--- src/rtl/aud_dac_feeder.sv ---
// aud_dac_feeder: PCM sample FIFO feeding the I2S DAC serializer, one sample per LR half-frame.
// Pops on LR edges preload o_dac_data one bclk ahead of the next half-frame capture.
module aud_dac_feeder #(
  parameter int DEPTH = 8,
  parameter int DW = 16
) (
  input  logic                     i_bclk,
  input  logic                     i_rst_n,
  input  logic                     i_daclrck,
  input  logic                     i_en,
  input  logic                     i_flush,
  input  logic                     i_mono,
  input  logic                     i_wr_valid,
  input  logic [DW-1:0]            i_wr_data,
  output logic                     o_wr_ready,
  output logic [DW-1:0]            o_dac_data,
  output logic                     o_underflow,
  output logic [7:0]               o_underflow_cnt,
  output logic [$clog2(DEPTH):0]   o_level
);
  localparam int AW = $clog2(DEPTH);
  logic [DW-1:0] r_mem [DEPTH];
  logic [AW:0]   r_wr_ptr, r_rd_ptr;
  logic          r_lrclk;
  logic          w_full, w_empty, w_edge, w_fall, w_pop_req, w_push;
  assign w_empty    = r_wr_ptr == r_rd_ptr;
  assign w_full     = (r_wr_ptr[AW] != r_rd_ptr[AW]) && (r_wr_ptr[AW-1:0] == r_rd_ptr[AW-1:0]);
  assign w_edge     = i_daclrck ^ r_lrclk;
  assign w_fall     = r_lrclk & ~i_daclrck;
  assign w_pop_req  = i_en & ~i_flush & (i_mono ? w_fall : w_edge);
  assign o_wr_ready = ~w_full & ~i_flush;
  assign w_push     = i_wr_valid & o_wr_ready;
  assign o_level    = r_wr_ptr - r_rd_ptr;
  always_ff @(posedge i_bclk or negedge i_rst_n)
    if (!i_rst_n) begin
      r_lrclk         <= 1'b0;
      r_wr_ptr        <= '0;
      r_rd_ptr        <= '0;
      o_dac_data      <= '0;
      o_underflow     <= 1'b0;
      o_underflow_cnt <= '0;
    end else begin
      r_lrclk     <= i_daclrck;
      o_underflow <= 1'b0;
      if (i_flush) begin
        r_wr_ptr        <= '0;
        r_rd_ptr        <= '0;
        o_dac_data      <= '0;
        o_underflow_cnt <= '0;
      end else begin
        if (w_push) r_wr_ptr <= r_wr_ptr + (AW+1)'(1);
        // An empty pop plays silence; a same-cycle push is only stored, never bypassed
        if (w_pop_req) begin
          if (w_empty) begin
            o_dac_data      <= '0;
            o_underflow     <= 1'b1;
            o_underflow_cnt <= o_underflow_cnt + {7'd0, o_underflow_cnt != 8'hFF};
          end else begin
            o_dac_data <= r_mem[r_rd_ptr[AW-1:0]];
            r_rd_ptr   <= r_rd_ptr + (AW+1)'(1);
          end
        end else if (!i_en) o_dac_data <= '0;
      end
    end
  always_ff @(posedge i_bclk)
    if (w_push) r_mem[r_wr_ptr[AW-1:0]] <= i_wr_data;
endmodule

--- config.mk ---
export PLATFORM = sky130hd
export DESIGN_NAME = aud_dac_feeder
export DESIGN_NICKNAME = d
export VERILOG_FILES = /design/src/rtl/aud_dac_feeder.sv
export SDC_FILE = /design/constraint.sdc
export NUM_CORES = 1
export LEC_CHECK = 0
export BUFFER_PORTS_ARGS = -buffer_cell sky130_fd_sc_hd__buf_2
export CAP_MARGIN = 20
export CORE_UTILIZATION = 59
export DETAILED_ROUTE_END_ITERATION = 10
export HOLD_SLACK_MARGIN = 0.03
export MAX_ROUTING_LAYER = met4
export PLACE_DENSITY = 0.86
export SYNTH_ARGS = -nofsm -noshare
export SYNTH_HDL_FRONTEND = slang
export SYNTH_SLANG_ARGS = --single-unit
export TNS_END_PERCENT = 100
--- constraint.sdc ---
create_clock -name i_bclk -period 4.3 [get_ports i_bclk]
set_clock_uncertainty 0.2 [all_clocks]
set_input_delay 1.075 -clock i_bclk [delete_from_list [all_inputs] [get_ports i_bclk]]
set_output_delay 1.075 -clock i_bclk [all_outputs]
set_load 0.005 [all_outputs]
Yosys cells after proc, flatten, opt, wreduce, memory -nomap -nowiden
Memories as Yosys holds them, arrays and structs flattened.
Index checks and enable logic that the tools add are counted.
{"block": "word_totals", "reg_bits": 34, "inputBits": 23, "output_inout_bits": 30, "word_cells": 50, "mem_bits_rw": 128, "memories": 1}
{"block": "classes", "bitwise": 9, "eq_ne": 6, "muxes": 18, "reduce_logical": 6, "add_sub_neg": 4}
{"memory": "r_mem", "words": 8, "width": 16, "rd": 1, "rd_clocked_by_memory_dff": 0, "wr": 1, "line": "22", "rtl": "logic [DW-1:0] r_mem [DEPTH];"}
{"op": "$mux 16", "n": 4}
{"op": "$mux 8", "n": 3}
{"op": "$mux 4", "n": 5}
{"op": "$add 4x1->4 const B", "n": 2}
{"op": "$add 8x1->8", "n": 1}
{"op": "$ne 8x8->1 const B", "n": 1}
{"op": "$mux 1", "n": 6}
{"op": "$reduce_bool 2->1", "n": 3}
{"op": "$and 1x1->1", "n": 5}
{"op": "$eq 4x4->1", "n": 1}
{"op": "$reduce_and 2->1", "n": 2}
{"op": "$sub 4x4->4", "n": 1}
{"op": "$eq 3x3->1", "n": 1}
{"op": "$ne 3x1->1 const B", "n": 1}
{"op": "$not 1->1", "n": 3}
{"op": "$ne 2x2->1 const B", "n": 1}
{"op": "$logic_and 1x1->1", "n": 1}
{"op": "$ne 1x1->1", "n": 1}
{"op": "$xor 1x1->1", "n": 1}

Logic depth before layout (Yosys ltp)
Gate-level depths: netlist of the first run.
{"block": "depth", "word_depth": 7, "ltp_mapped": 9, "ltp_nobuf": 7}

Worst setup path after synthesis of the first run
OpenSTA, ideal clock, no wires.
{"block": "synth_timing", "path_type": "register to register", "start": "reg r_rd_ptr[1]", "end": "mem r_mem[1][0], enable pin", "synth_period_minus_slack_ps": 3580, "t_arrival_ps": 2970, "path_slack_ps": 720, "path_stages_with_launch": 9, "setup_ps": 409, "required_ps": 3691, "n_path_buf": 2, "cell_sequence": "dfrtp_1 > buf_2 > buf_1 > inv_1 > ha_1 > nand3_1 > o211ai_1 > or2_2 > nor3_1"}
{"block": "synth_via", "elab_chain_len": 7}
{"item": "start, declared", "line": "23", "rtl": "logic [AW:0] r_wr_ptr, r_rd_ptr;"}
{"item": "start signal, assigned", "line": "60", "rtl": "r_rd_ptr <= r_rd_ptr + (AW+1)'(1);"}
{"item": "$eq 3x3->1", "line": "27", "rtl": "assign w_full = (r_wr_ptr[AW] != r_rd_ptr[AW]) && (r_wr_ptr[AW-1:0] == r_rd_ptr[AW-1:0]);"}
{"item": "$logic_and 1x1->1", "line": "27"}
{"item": "$not 1->1", "line": "31", "rtl": "assign o_wr_ready = ~w_full & ~i_flush;"}
{"item": "$and 1x1->1", "line": "31"}
{"item": "$and 1x1->1", "line": "32", "rtl": "assign w_push = i_wr_valid & o_wr_ready;"}
{"item": "$mux 1", "line": "66", "rtl": "if (w_push) r_mem[r_wr_ptr[AW-1:0]] <= i_wr_data;"}
{"item": "$mux 1 (not written as such)", "line": "66"}
{"item": "end, declared", "line": "22"}
Every way passes these cells.

Worst setup path after layout of the first run
{"block": "layout_timing", "start": "reg r_rd_ptr[2]", "end": "out o_wr_ready"}
{"block": "layout_via", "elab_chain_len": 4}
{"item": "$eq 3x3->1", "line": "27"}
{"item": "$logic_and 1x1->1", "line": "27"}
{"item": "$not 1->1", "line": "31"}
{"item": "$and 1x1->1", "line": "31"}
{"item": "end, declared", "line": "15", "rtl": "output logic o_wr_ready,"}
Every way passes these cells.

==> qor.yml, run 1 <==
run_status:
  status: "finished, final reports clean"
yosys:
  postSynthCellCount: 377
  synth-compound-area-share_pct: 4.48
  synth.top_cell.area_share_pct: 58.8
  synth_area_mm2: 0.00654
  synthMuxAreaShare_pct: 12.0
  synth_xor_area_share_pct: 0.957
  syn_avg_cell_area_um2: 17.3
  synth-simple-area-share_pct: 6.93
  ys.flop_type: "edfxtp_1"
  synth_edf_count: 128
  yosysTopAreaCell: "edfxtp_1"
  synth_area_leaders: "edfxtp_1, dfrtp_1, mux4_2"
  synth_nets: 409
  synth_warnings: 0
  synth-async-reset-ratio_pct: 21.0
  seq_area_frac_synth_pct: 71.8
  ys_seq_elements: 162
  synth_top_family_by_area: "multiplexers"
  synthAdderAreaFrac_pct: 1.84
  ys_types: 45
grt:
  grt_pass1_vias: 3714
  grt_usage_pct: 25.6
  overflow: 0
  grt_max_degree: 37
  antenna_found_initial: 0
  grt_pass1_wl_mm: 20.2
final_layout:
  fill_cells: 659
  nets: 478
  drive_above_1_share_pct: 30.9
  syn2layout_area_growth_pct: 15.3
  antenna_cells: 0
power_and_ir_drop:
  finalPower_uw: 3310
  ir_drop_uv: 362
  leakagePower_uw: 0.00284
  powerDensity_mw_per_mm2: 439
sta:
  final.setup.tns_ns: 0
  maxSlewHeadroom_pct: 24.7
  slew_violations: 0
  max_freq_mhz: 271
  rsz0062_at_grt: "no"
  hold_ws_ns: 0.299
  worst-slew-pin-transition_ns: 1.12
  finalSetupViolCount: 0
  finalCritPeriodShare_pct: 85.9
  hold_viol_final: 0
  final.min_clock_period_ns: 3.69
worst_setup_path:
  crit_fanout: 20
  critPathArrivalTime_ns: 2.42
  crit_path_end_kind: "output pin"
  path_class: "reg2out"
  start_kind: "flop"
  cp_data_required_time_ns: 3.02
cts:
  clock-sinks: 162
  clkTransAtPathRegs_ns: 0.06
  postCtsHoldBufs: 0
  cts-root-buf: "clkbuf_8"
  clk_latency_ns: 0.52
  clockBufferDepth: 2
  cts_repair_resize_count: 0
  cts_setup_buffers: 0
  tritoncts: "yes"
  cts-buffers-inserted: 17
  htreeDepth: 4
placement:
  gp_congestion: 0.828
  dp.final_hpwl_mm: 7.66
  port-buffer-count: 52
die:
  io_pins: 53
  fp.coreArea_mm2: 0.0108
  initial_core_util_pct: 60.6
  die_w_um: 107
  die_h_um: 107
  rows: 38
  fp.dieArea_mm2: 0.0115
run:
  drv_cap: 0
detailed_routing:
  post_drt_wl_per_cell_um: 21.4
  routed-via-count: 3629
  via_per_inst: 6.06
  drcViolationCount: 0
  drt_iter0_markers: 314
  wl_mm: 12.8
  antenna_left: 0
  dr.pass1.iters: 5
worst_hold_path:
  hold_class: "reg2reg"
-- cell type report --
type	count	area (um2)	share of cell area [%]
clock buffer	19	443	5.88
tap	140	175	2.32
timing repair buffer	64	350	4.65
inverter	13	48.8	0.648
multi-input combinational	188	1730	22.9
clock inverter	13	96.3	1.28
sequential	162	4700	62.3
-- power by group --
group / total, uW / leakage, uW / switching [uW] / internal, uW
sequential: 1740 / 0.00162 / 14.5 / 1720
combinational: 207 / 0.000947 / 119 / 88.6
clock: 1360 / 0.000270 / 610 / 752
total: 3310 / 0.00284 / 743 / 2560
-- cells in the mapped netlist, types with 2 or more instances --
cell type / count
or4_1: 2
edfxtp_1: 128
clkbuf_1: 4
and3_1: 2
buf_2: 5
nand2b_1: 2
o211ai_1: 2
clkinv_1: 2
a21oi_1: 4
dfrtp_1: 34
mux2_2: 5
xor2_1: 2
o41ai_1: 2
nor3_1: 2
nand4_1: 2
o21ai_0: 4
o311ai_0: 2
xnor2_1: 2
nor2_1: 15
o31ai_1: 2
nor2b_1: 4
buf_4: 3
a22o_1: 16
nand2_1: 58
nand3_1: 5
inv_1: 11
ha_1: 8
mux4_2: 32
-- cell families (layout without fill, tap and decap cells) --
kind of cell | count (synthesis) | count (layout)
DFF | 162 | 162
and+or+nand+nor | 100 | 100
muxes | 38 | 38
AOI/OAI and AO/OA | 36 | 36
buffers and inverters | 27 | 109
adders and majority gates | 9 | 9
xor gates and xnor gates | 5 | 5
-- through the flow --
step	util (%)	cell area, um2	cells	setup WS, ns
after floorplan	-	6540	377	0.720
after global placement	64.8	7000	567	1.23
after detailed placement	64.8	7000	567	1.14
after CTS	69.8	7530	599	0.598
after global routing	69.8	7530	599	0.447
final	69.8	7530	599	0.606
-- critical path: stages, from the launching register on --
cell,delay [ns]
dfrtp_1,0.79
clkinv_1,0.23
ha_1,0.40
nand3_1,0.16
nor2_1,0.13
nor2_1,0.05
buf_2,0.13
-- per-layer routing --
layer / part of all wire (%) / routed length [um] / global-route usage, % / up-vias
met5: 0 / 0 / - / -
met3: 6.2 / 789 / 7.38 / 18
met2: 51 / 6500 / 40.5 / 140
li1: - / - / - / 1600
met1: 42 / 5370 / 32.7 / 1871
met4: 1.3 / 164 / 8.02 / 0
-- flip-flops by register name, summed over array words and instances, names as in the netlist --
name             flops
o_underflow_cnt      8
r_lrclk              1
o_dac_data          16
r_wr_ptr             4
r_mem              128
o_underflow          1
r_rd_ptr             4
-- final timing paths --
check	from	endpoint	slack [ns]	cells past startpoint
max	r_rd_ptr[2]	o_wr_ready	0.61	6
min	o_dac_data[10]	o_dac_data[10]	0.30	1
max reg2reg	r_rd_ptr[2]	r_mem[1][10]	1.26	7
min reg2reg	o_dac_data[10]	o_dac_data[10]	0.30	1
max in group asynchronous	i_rst_n	r_rd_ptr[0]	2.93	1
min in group asynchronous	i_rst_n	o_dac_data[12]	0.43	1
-- cell usage in the layout, fill, tap and decap left out, types with 2 or more instances in the layout --
cell type	netlist	layout
clkbuf_16	0	17
nor2_1	15	15
buf_4	3	12
dfrtp_1	34	33
mux2_2	5	5
mux4_2	32	32
o21ai_0	4	4
and3_1	2	2
o211ai_1	2	2
buf_2	5	52
or4_1	2	2
inv_4	0	2
a21oi_1	4	4
nand3_1	5	5
nor3_2	0	2
ha_1	8	8
inv_6	0	5
nand2b_1	2	2
nand2_1	58	58
o41ai_1	2	2
clkinv_1	2	2
xor2_1	2	2
edfxtp_1	128	128
o31ai_1	2	2
a22o_1	16	16
nand4_1	2	2
clkinv_4	0	2
inv_1	11	11
o311ai_0	2	2
clkinv_2	0	3
xnor2_1	2	2
nor2b_1	4	4
(Power assumes the default switching activity.)
==> inputs of run 2 (changes only) <==
==> config.mk (replaced) <==
export PLATFORM = sky130hd
export DESIGN_NAME = aud_dac_feeder
export DESIGN_NICKNAME = d
export VERILOG_FILES = /design/src/rtl/aud_dac_feeder.sv
export SDC_FILE = /design/constraint.sdc
export NUM_CORES = 1
export LEC_CHECK = 0
export CAP_MARGIN = 20
export CORE_UTILIZATION = 35
export DETAILED_ROUTE_END_ITERATION = 10
export DONT_BUFFER_PORTS = 1
export HOLD_SLACK_MARGIN = 0.03
export MAX_ROUTING_LAYER = met4
export PLACE_DENSITY = 0.56
export SYNTH_ARGS = -nofsm -noshare
export SYNTH_HDL_FRONTEND = slang
export SYNTH_SLANG_ARGS = --single-unit
export TNS_END_PERCENT = 100
==> qor.yml, run 2 (synthesis gave the netlist of run 1 again) <==
cts:
  clk_latency_ns: 0.43  # -0.09 ns
  htreeDepth: 4  # unchanged
  cts_setup_buffers: 0  # unchanged
  clkTransAtPathRegs_ns: 0.06  # about the same
  postCtsHoldBufs: 0  # unchanged
  clockBufferDepth: 2  # unchanged
  clock-sinks: 162  # unchanged
  tritoncts: "yes"
  cts-buffers-inserted: 17  # unchanged
  cts-root-buf: "clkbuf_16"
  cts_repair_resize_count: 0  # unchanged
run_status:
  violations: "DRC"
  status: "complete, but fails checks"
sta:
  maxSlewHeadroom_pct: 41.2  # +16 points
  max_freq_mhz: 284  # +4.9%
  finalSetupViolCount: 0  # unchanged
  finalCritPeriodShare_pct: 81.9  # -4.0 points
  hold_viol_final: 0  # unchanged
  hold_ws_ns: 0.139  # -0.160 ns
  rsz0062_at_grt: "no"
  final.setup.tns_ns: 0  # unchanged
  slew_violations: 0  # unchanged
  final.min_clock_period_ns: 3.52  # -0.172 ns
  worst-slew-pin-transition_ns: 0.881  # -0.243 ns
worst_setup_path:
  path_class: "reg2out"
  critPathArrivalTime_ns: 2.25  # -0.17 ns
  crit_path_end_kind: "output pin"
  critPathTopFamily: "flip-flops"
  slowest_stage: "dfrtp_1"
  cp_data_required_time_ns: 3.02  # about the same
  crit_buf_inv: 1  # -1
  slowest_delay_ns: 0.80  # about the same
  crit_fanout: 15  # -25%
  start_kind: "flop"
  path_cells: "inv_1 -> ha_1 -> a21o_1 -> a21oi_1 -> xnor2_1"
die:
  initial_core_util_pct: 36.0  # -25 points
  rows: 49  # +29%
  io_pins: 53  # unchanged
  fp.dieArea_mm2: 0.0192  # +67%
  die_h_um: 139  # +29%
  fp.coreArea_mm2: 0.0181  # +68%
  die_w_um: 139  # +29%
detailed_routing:
  dr.pass1.iters: 7  # +2
  antenna_left: 0  # unchanged
  via_per_inst: 5.12  # -16%
  wl_mm: 13.0  # +1.3%
  post_drt_wl_per_cell_um: 20.3  # -5.0%
  drcViolationCount: 5  # +5
  drt_iter0_markers: 186  # -41%
  routed-via-count: 3269  # -9.9%
grt:
  grt_pass1_vias: 3431  # -7.6%
  grt_pass1_wl_mm: 20.2  # +0.21%
  grt_max_degree: 37  # unchanged
  antenna_found_initial: 0  # unchanged
  grt_usage_pct: 15.1  # -11 points
  overflow: 0  # unchanged
power_and_ir_drop:
  leakagePower_uw: 0.00260  # -8.4%
  powerDensity_mw_per_mm2: 446  # +1.6%
  finalPower_uw: 3310  # about the same
  ir_drop_uv: 289  # -20%
placement:
  port-buffer-count: 0  # -100%
  gp_congestion: 0.820  # -0.92%
  dp.final_hpwl_mm: 7.76  # +1.3%
final_layout:
  antenna_cells: 0  # unchanged
  largest_register_ff_count: 128  # unchanged
  most-common-layout-cells: "edfxtp_1, nand2_1, dfrtp_1, mux4_2, clkbuf_16"
  nets: 429  # -10%
  layout_commonest_cell: "edfxtp_1"
  syn2layout_area_growth_pct: 13.5
  drive_above_1_share_pct: 21.5  # -9.5 points
run:
  drv_cap: 0  # unchanged
worst_hold_path:
  hold_class: "in2async"
-- run 2: final timing paths --
check | startpoint | to | slack (ns) | cells after the start
setup / recovery | r_rd_ptr[1] | o_level[3] | 0.78 | 5
hold / removal | i_rst_n | r_rd_ptr[2] | 0.14 | 0
setup reg to reg | r_rd_ptr[2] | r_mem[5][14] | 1.33 | 9
min in group i_bclk | o_dac_data[12] | o_dac_data[12] | 0.35 | 1
hold reg to reg | o_dac_data[12] | o_dac_data[12] | 0.35 | 1
max in group asynchronous | i_rst_n | o_dac_data[1] | 3.66 | 0
-- run 2: final cells by class --
cell class | instances | area, um2
Tap cell | 229 | 287
Inverter | 13 | 48.8
Sequential cell | 162 | 4700
Timing Repair Buffer | 15 | 113
Clock buffer | 25 | 475
Multi-Input combinational cell | 188 | 1730
Fill cell | 1634 | 10700
Clock inverter | 7 | 76.3
-- run 2: worst register-to-register path, stage by stage (launching register included) --
cell      delay [ns]
dfrtp_1         0.32
buf_4           0.27
clkinv_1        0.10
buf_4           0.22
ha_1            0.36
nand3_1         0.16
o211ai_1        0.16
or2_2           0.35
nor2_1          0.22
buf_4           0.28
-- run 2: metal layers --
metal	global-route usage [%]	routed length, um	vias to the layer above
li1	-	-	1495
met1	17.1	5260	1668
met2	24.2	6540	93
met3	5.87	1050	13
met4	5.61	147	0
met5	-	0	-
-- run 2: per-stage QoR --
step | instances | setup slack, ns | utilization [%] | cell area [um2]
6_report | 639 | 0.778 | 40.9 | 7420
2_1_floorplan | 377 | 0.720 | - | 6540
4_1_cts | 639 | 0.754 | 40.9 | 7420
5_1_grt | 639 | 0.604 | 40.9 | 7420
3_3_place_gp | 607 | 1.23 | 37.9 | 6870
3_5_place_dp | 607 | 1.24 | 37.9 | 6870
-- run 2: power by group --
part | leakage, uW | switching [uW] | total, uW | internal [uW]
Combinational | 0.000714 | 88.8 | 162 | 73.3
Sequential | 0.00162 | 16.2 | 1740 | 1720
Clock | 0.000262 | 576 | 1410 | 830
Total | 0.00260 | 681 | 3310 | 2630
